[config.mk]
export PLATFORM = sky130hd
export DESIGN_NAME = dram_cmd_scheduler
export DESIGN_NICKNAME = d
export VERILOG_FILES = /design/src/rtl/dram_cmd_scheduler.sv
export SDC_FILE = /design/constraint.sdc
export NUM_CORES = 2
export LEC_CHECK = 0
export CELL_PAD_IN_SITES_DETAIL_PLACEMENT = 2
export CELL_PAD_IN_SITES_GLOBAL_PLACEMENT = 2
export CORE_MARGIN = 10
export CORE_UTILIZATION = 26
export CTS_BUF_LIST = sky130_fd_sc_hd__clkbuf_2
export DETAILED_ROUTE_END_ITERATION = 7
export GPL_TIMING_DRIVEN = 0
export PLACE_DENSITY_LB_ADDON = 0.1
export SLEW_MARGIN = 40
export SYNTH_ARGS = -nofsm -noshare
export SYNTH_HDL_FRONTEND = slang
export SYNTH_SLANG_ARGS = --single-unit
[constraint.sdc]
create_clock -name clk_in -period 2.8 [get_ports clk_in]
set_input_delay 0.84 -clock clk_in [delete_from_list [all_inputs] [get_ports clk_in]]
set_output_delay 0.84 -clock clk_in [all_outputs]
set_load 0.01 [all_outputs]
[src/rtl/dram_cmd_scheduler.sv]
// dram_cmd_scheduler
// In-order DRAM command scheduler with an open-page policy. Accepts one decoded
// request at a time, keeps the open row of every bank, and emits registered
// one-cycle PRECHARGE / ACTIVATE / READ / WRITE strobes. Column commands are
// spaced so read and write bursts never overlap on the DIMM data bus.
//
// Ports
//   clk_in, rst_N_in        clock, synchronous active-low reset
//   req_valid_in/ready_out  request handshake (ready only while idle)
//   req_write_in            1 = write, 0 = read
//   req_row/col/bg/ba_in    target address
//   req_data_in             write line (ignored for reads)
//   cmd_valid_out           one-cycle command strobe
//   cmd_out                 0=READ 1=WRITE 2=ACTIVATE 3=PRECHARGE
//   cmd_bg/ba/row/col_out   address of the request in flight
//   cmd_val_out             write line, updated only when a WRITE issues
//
// state      | meaning
// -----------+------------------------------------------------------------
// S_IDLE     | ready for a new request
// S_DECIDE   | classify hit / closed / conflict and issue first command
// S_PRE_WAIT | precharge issued, waiting before activate
// S_ACT_WAIT | activate issued, waiting before column command
// S_COL_WAIT | column command pending on bus guards, or issued (exit next)
module dram_cmd_scheduler #(
  parameter int CAS_LATENCY        = 22,
  parameter int ACTIVATION_LATENCY = 8,
  parameter int PRECHARGE_LATENCY  = 5,
  parameter int BANK_GROUPS        = 2,
  parameter int BANKS_PER_GROUP    = 4,
  parameter int ROW_BITS           = 8,
  parameter int COL_BITS           = 4,
  parameter int BURST_CYCLES       = 8
) (
  input  logic                               clk_in,
  input  logic                               rst_N_in,
  input  logic                               req_valid_in,
  output logic                               req_ready_out,
  input  logic                               req_write_in,
  input  logic [ROW_BITS-1:0]                req_row_in,
  input  logic [COL_BITS-1:0]                req_col_in,
  input  logic [$clog2(BANK_GROUPS)-1:0]     req_bg_in,
  input  logic [$clog2(BANKS_PER_GROUP)-1:0] req_ba_in,
  input  logic [7:0][63:0]                   req_data_in,
  output logic                               cmd_valid_out,
  output logic [2:0]                         cmd_out,
  output logic [$clog2(BANK_GROUPS)-1:0]     cmd_bg_out,
  output logic [$clog2(BANKS_PER_GROUP)-1:0] cmd_ba_out,
  output logic [ROW_BITS-1:0]                cmd_row_out,
  output logic [COL_BITS-1:0]                cmd_col_out,
  output logic [7:0][63:0]                   cmd_val_out
);

  localparam int BG_W      = $clog2(BANK_GROUPS);
  localparam int BA_W      = $clog2(BANKS_PER_GROUP);
  localparam int NUM_BANKS = BANK_GROUPS * BANKS_PER_GROUP;
  localparam int BK_W      = $clog2(NUM_BANKS);
  localparam int GRD_W     = $clog2(CAS_LATENCY + BURST_CYCLES + 1);
  localparam int TMR_MAX   = (ACTIVATION_LATENCY > PRECHARGE_LATENCY) ?
                             ACTIVATION_LATENCY : PRECHARGE_LATENCY;
  localparam int TMR_W     = $clog2(TMR_MAX + 1);

  localparam logic [2:0] CMD_RD  = 3'd0;
  localparam logic [2:0] CMD_WR  = 3'd1;
  localparam logic [2:0] CMD_ACT = 3'd2;
  localparam logic [2:0] CMD_PRE = 3'd3;

  typedef enum logic [2:0] {
    S_IDLE, S_DECIDE, S_PRE_WAIT, S_ACT_WAIT, S_COL_WAIT
  } state_t;

  state_t               state_q, state_d;
  logic                 write_q;
  logic [ROW_BITS-1:0]  row_q;
  logic [COL_BITS-1:0]  col_q;
  logic [BG_W-1:0]      bg_q;
  logic [BA_W-1:0]      ba_q;
  logic [7:0][63:0]     data_q;
  logic [NUM_BANKS-1:0] open_valid_q;
  logic [ROW_BITS-1:0]  open_row_q [NUM_BANKS];
  logic [TMR_W-1:0]     tmr_q, tmr_d;
  logic [GRD_W-1:0]     gap_q;
  logic [GRD_W-1:0]     wtr_q;
  logic                 col_sent_q, col_sent_d;

  logic                 accept;
  logic [BK_W-1:0]      bank_idx;
  logic                 hit;
  logic                 guard_ok;
  logic                 issue;
  logic [2:0]           issue_cmd;
  logic                 issue_col;
  logic                 set_open;
  logic                 clr_open;

  assign req_ready_out = rst_N_in && (state_q == S_IDLE);
  assign accept        = req_valid_in && req_ready_out;
  assign bank_idx      = BK_W'(bg_q) * BK_W'(BANKS_PER_GROUP) + BK_W'(ba_q);
  assign hit           = open_valid_q[bank_idx] && (open_row_q[bank_idx] == row_q);
  // gap_q spaces any two column commands; wtr_q keeps a write clear of the
  // previous read's data return window.
  assign guard_ok      = (gap_q == '0) && (!write_q || (wtr_q == '0));

  assign cmd_bg_out  = bg_q;
  assign cmd_ba_out  = ba_q;
  assign cmd_row_out = row_q;
  assign cmd_col_out = col_q;

  always_comb begin
    state_d    = state_q;
    tmr_d      = (tmr_q != '0) ? tmr_q - 1'b1 : '0;
    col_sent_d = col_sent_q;
    issue      = 1'b0;
    issue_cmd  = CMD_RD;
    issue_col  = 1'b0;
    set_open   = 1'b0;
    clr_open   = 1'b0;
    case (state_q)
      S_IDLE: begin
        if (accept) begin
          state_d    = S_DECIDE;
          col_sent_d = 1'b0;
        end
      end
      S_DECIDE: begin
        if (hit) begin
          state_d   = S_COL_WAIT;
          issue_col = guard_ok;
        end else if (open_valid_q[bank_idx]) begin
          issue     = 1'b1;
          issue_cmd = CMD_PRE;
          clr_open  = 1'b1;
          tmr_d     = TMR_W'(PRECHARGE_LATENCY - 1);
          state_d   = S_PRE_WAIT;
        end else begin
          issue     = 1'b1;
          issue_cmd = CMD_ACT;
          set_open  = 1'b1;
          tmr_d     = TMR_W'(ACTIVATION_LATENCY - 1);
          state_d   = S_ACT_WAIT;
        end
      end
      S_PRE_WAIT: begin
        if (tmr_q == '0) begin
          issue     = 1'b1;
          issue_cmd = CMD_ACT;
          set_open  = 1'b1;
          tmr_d     = TMR_W'(ACTIVATION_LATENCY - 1);
          state_d   = S_ACT_WAIT;
        end
      end
      S_ACT_WAIT: begin
        // the column command may be decided in the same cycle the wait ends
        if (tmr_q == '0) begin
          state_d   = S_COL_WAIT;
          issue_col = guard_ok;
        end
      end
      S_COL_WAIT: begin
        // stay one cycle after the strobe so ready rises after the command
        if (col_sent_q) state_d = S_IDLE;
        else            issue_col = guard_ok;
      end
      default: state_d = S_IDLE;
    endcase
    if (issue_col) begin
      issue      = 1'b1;
      issue_cmd  = write_q ? CMD_WR : CMD_RD;
      col_sent_d = 1'b1;
    end
  end

  always_ff @(posedge clk_in) begin
    if (!rst_N_in) begin
      state_q       <= S_IDLE;
      write_q       <= 1'b0;
      row_q         <= '0;
      col_q         <= '0;
      bg_q          <= '0;
      ba_q          <= '0;
      data_q        <= '0;
      open_valid_q  <= '0;
      for (int i = 0; i < NUM_BANKS; i++) open_row_q[i] <= '0;
      tmr_q         <= '0;
      gap_q         <= '0;
      wtr_q         <= '0;
      col_sent_q    <= 1'b0;
      cmd_valid_out <= 1'b0;
      cmd_out       <= '0;
      cmd_val_out   <= '0;
    end else begin
      state_q    <= state_d;
      tmr_q      <= tmr_d;
      col_sent_q <= col_sent_d;
      if (accept) begin
        write_q <= req_write_in;
        row_q   <= req_row_in;
        col_q   <= req_col_in;
        bg_q    <= req_bg_in;
        ba_q    <= req_ba_in;
        data_q  <= req_data_in;
      end
      if (set_open) begin
        open_valid_q[bank_idx] <= 1'b1;
        open_row_q[bank_idx]   <= row_q;
      end
      if (clr_open) open_valid_q[bank_idx] <= 1'b0;
      cmd_valid_out <= issue;
      if (issue) cmd_out <= issue_cmd;
      if (issue_col && write_q) cmd_val_out <= data_q;
      if (issue_col)         gap_q <= GRD_W'(BURST_CYCLES - 1);
      else if (gap_q != '0)  gap_q <= gap_q - 1'b1;
      if (issue_col && !write_q) wtr_q <= GRD_W'(CAS_LATENCY + BURST_CYCLES - 1);
      else if (wtr_q != '0)      wtr_q <= wtr_q - 1'b1;
    end
  end

endmodule
==> summary.md <==
| Metric | Value |
|---|---|
| Status | finished, violations left |
| Failing checks | negative setup slack |
| Clock sink total | 1133 |
| Core ar. | 152000 µm² |
| Most common cell in the netlist | nand2_1 |
| Placed cells | 7997 |
| DRC errors left | 0 |
| Die ar. | 169000 µm² |
| Min-Delay Path Class | in2reg |
| Global-route wire length before repair | 311000 µm |
| RD Place Congestion | 0.807 |
| Synth Cell Area | 39700 µm² |
| Leakage | 0.0276 µW |
| PwrDens | 576 nW/µm² |
| Yosys top cell area share | 53.9% |
| Data arrival, critical path | 4980 ps |
| CP endpoint kind | flip-flop |
| Clock Skews | 201 ps |
| Initial antenna violation count | 55 |
| Worst setup margin | -621 ps |
| Cell variety after synth | 51 |
| Fin area | 66800 µm² |
| Largest net degree at the start of global routing | 17 |
| Synth warn | 0 |
| Syn Inst Count | 4906 |
| Post-synthesis sequential area ratio | 58.8% |
| Placement Cell Area | 52900 µm² |
| Worst setup SP type | flip-flop |
| Ys async rst share | 0% |
| CTS root buf | clkbuf_2 |
| EDFF count, synth | 64 |
| Fin nets | 7497 |
| Drt pass-1 iters | 6 |
| Via density | 4.71 |
| Post-synth top cells | nand2_1, dfxtp_1, a21oi_1, o21ai_0, clkbuf_1 |
| Grt total ovfl | 0 |
| Rel. slew slack | 27.3% |
| CTS Buf Count | 336 |
| Tightest Pin Transition | 1090 ps |
| Setup TNS | -466740 ps |
| Die W | 411 µm |
| H-tree levels | 5 |
| Clk buf depth | 4 |
| Setup CP Type | reg2reg |
| RSZ-0062 raised after global routing | true |
| Final hold vios | 0 |
| Max cap viols | 0 |
| Required time of the critical path | 4360 ps |
| Routed vias | 43600 |
| Final ANT Viol Nets | 0 |
| Crit path max fanout | 10 |
| Max rail drop VDD | 0.302 mV |
| Yosys reg bits | 1133 |
| Non-filler cells, final | 9257 |
| Fmax | 292 MHz |
| Number of global-route vias before repair | 48200 |
| DPL Wire Length | 148000 µm |
| Area leader, netlist | dfxtp_1 |
| GRT Total Usage | 24.1% |
| PortBufs | 1060 |
| Layout cells sized above 1 | 18.7% |
| Max Transition Viols Final | 0 |
| Mean Syn Cell Area | 8.09 µm² |
| Tcrit/Tclk final | 122% |
| Tmin final | 3420 ps |
| TritonCTS clock tree | built |
| Number of fill cells | 16800 |
| Layout area overhead | 68.2% |
| Multi-input gate area | 17200 µm² |
| Synthesized net count | 5441 |
| Initial core utilization | 26.2% |
| DR WL/cell | 24.2 µm |
| Synth area leaders | dfxtp_1, nand2_1, a21oi_1 |
| Routed wire length | 224000 µm |
| DR iter-0 viols | 1880 |
| IO Count | 1063 |
| Row Count | 143 |
| Final setup fails | 1357 |
| Die Ht | 411 µm |
| Latest clock arrival within the worst-skew pair | 1690 ps |
| Clk slew on worst S/H paths | 110 ps |
| Reg area | 23400 µm² |
| Primary FF master, synth | dfxtp_1 |
[power by group]
part / switching (µW) / total (µW) / leakage (µW) / internal, µW
logic: 3980 / 6660 / 0.0160 / 2680
registers: 1220 / 19300 / 0.00939 / 18100
clock network: 7670 / 12500 / 0.00219 / 4830
total: 12900 / 38400 / 0.0276 / 25600
[repair_timing]
| action | 4_1_cts | 5_1_grt |
|---|---|---|
| resized for setup | 997 | 873 |
| hold buffers | 529 | 0 |
| setup endpoints to repair | 1702 | 1523 |
| pin swaps | 62 | 243 |
| endpoints found under the hold margin | 531 | 0 |
| gates cloned | 25 | 47 |
| setup buffers | 25 | 43 |
[flip-flops by register name, summed over array words and instances, names as in the netlist]
register       flops
cmd_val_out      512
cmd_row_out        8
open_row_q        64
open_valid_q       8
tmr_q              4
cmd_valid_out      1
col_sent_q         1
cmd_out            2
state_q            3
cmd_ba_out         2
write_q            1
cmd_bg_out         1
data_q           512
cmd_col_out        4
gap_q              5
wtr_q              5
[cells in the final DEF, fill, tap and decap left out, types with 23 or more instances in the layout]
cell type and n:
a21oi_1 331, a21oi_2 202, buf_12 63, buf_4 34, buf_6 66, buf_8 35
clkbuf_1 222, clkbuf_16 58, clkbuf_2 521, clkdlybuf4s50_1 529, clkinv_1 38, dfxtp_1 1031
dfxtp_2 26, diode_2 57, dlygate4sd2_1 494, dlygate4sd3_1 529, edfxtp_1 64, mux2i_1 23
nand2_1 1854, nand2_2 72, nand2_4 186, nor2_1 80, o21ai_0 529
[worst max-delay path: stages, from the launching register on]
cell       delay [ps]
dfxtp_4           370
buf_12            140
buf_6             160
mux2i_1           130
a22oi_1           320
and3_1            200
o22ai_1           150
or4_4             630
o21ai_4           260
buf_12            180
buf_12            110
buf_16            150
buf_8             130
clkbuf_16         160
nand2_1            80
a21oi_1           200
[path summary, 6_finish.rpt]
kind                                                 start                             to  slack, ps  cells past startpoint
worst min-delay path                              rst_N_in        col_sent_q$_SDFFE_PN0P_        210                      5
worst max-delay path            cmd_ba_out[0]$_SDFFE_PN0P_  cmd_val_out[379]$_SDFFE_PN0P_       -620                     15
worst max register to register  cmd_ba_out[0]$_SDFFE_PN0P_  cmd_val_out[379]$_SDFFE_PN0P_       -620                     15
worst min register to register    data_q[299]$_SDFFE_PN0P_  cmd_val_out[299]$_SDFFE_PN0P_        270                      2
[stage by stage]
stage / setup WS (ps) / hold WS [ps] / power, µW / util (%)
floorplan: 30.7 / 407 / 22100 / -
CTS: -717 / 28.9 / 38400 / 41.2
global placement: -2890 / 414 / 24800 / 34.8
global route: -759 / 81.4 / 40800 / 44.0
finish: -621 / 208 / 38400 / 44.0
detailed placement: -1530 / 430 / 25100 / 34.9
[cells by family after synthesis]
kind of cell               synth area share [%]
other                                   0.00945
muxes                                     0.911
AOI/OAI and AO/OA                          14.3
adders and majority gates                 0.126
and+or+nand+nor                            21.5
DFF                                        58.8
buffers and inverters                      4.18
xor gates and xnor gates                  0.155
[layer usage]
| metal | wire (µm) | up-vias | GRT usage, % |
|---|---|---|---|
| met5 | 145 | - | 0 |
| met4 | 14300 | 22 | 13.5 |
| met3 | 13500 | 599 | 7.14 |
| met2 | 111000 | 1338 | 42.1 |
| met1 | 85400 | 21400 | 25.9 |
| li1 | - | 20300 | - |
[cell type report]
type | count | share of cell area (%)
Sequential cell | 1133 | 35.1
Timing Repair Buffer | 1723 | 26.9
Multi-Input combinational cell | 3393 | 25.7
Buffer | 358 | 4.11
Tap cell | 2030 | 3.80
Clock buffer | 502 | 3.76
Clock inverter | 44 | 0.326
Antenna cell | 57 | 0.214
Inverter | 17 | 0.0956
Note: power is estimated with default switching activity, not from simulation.
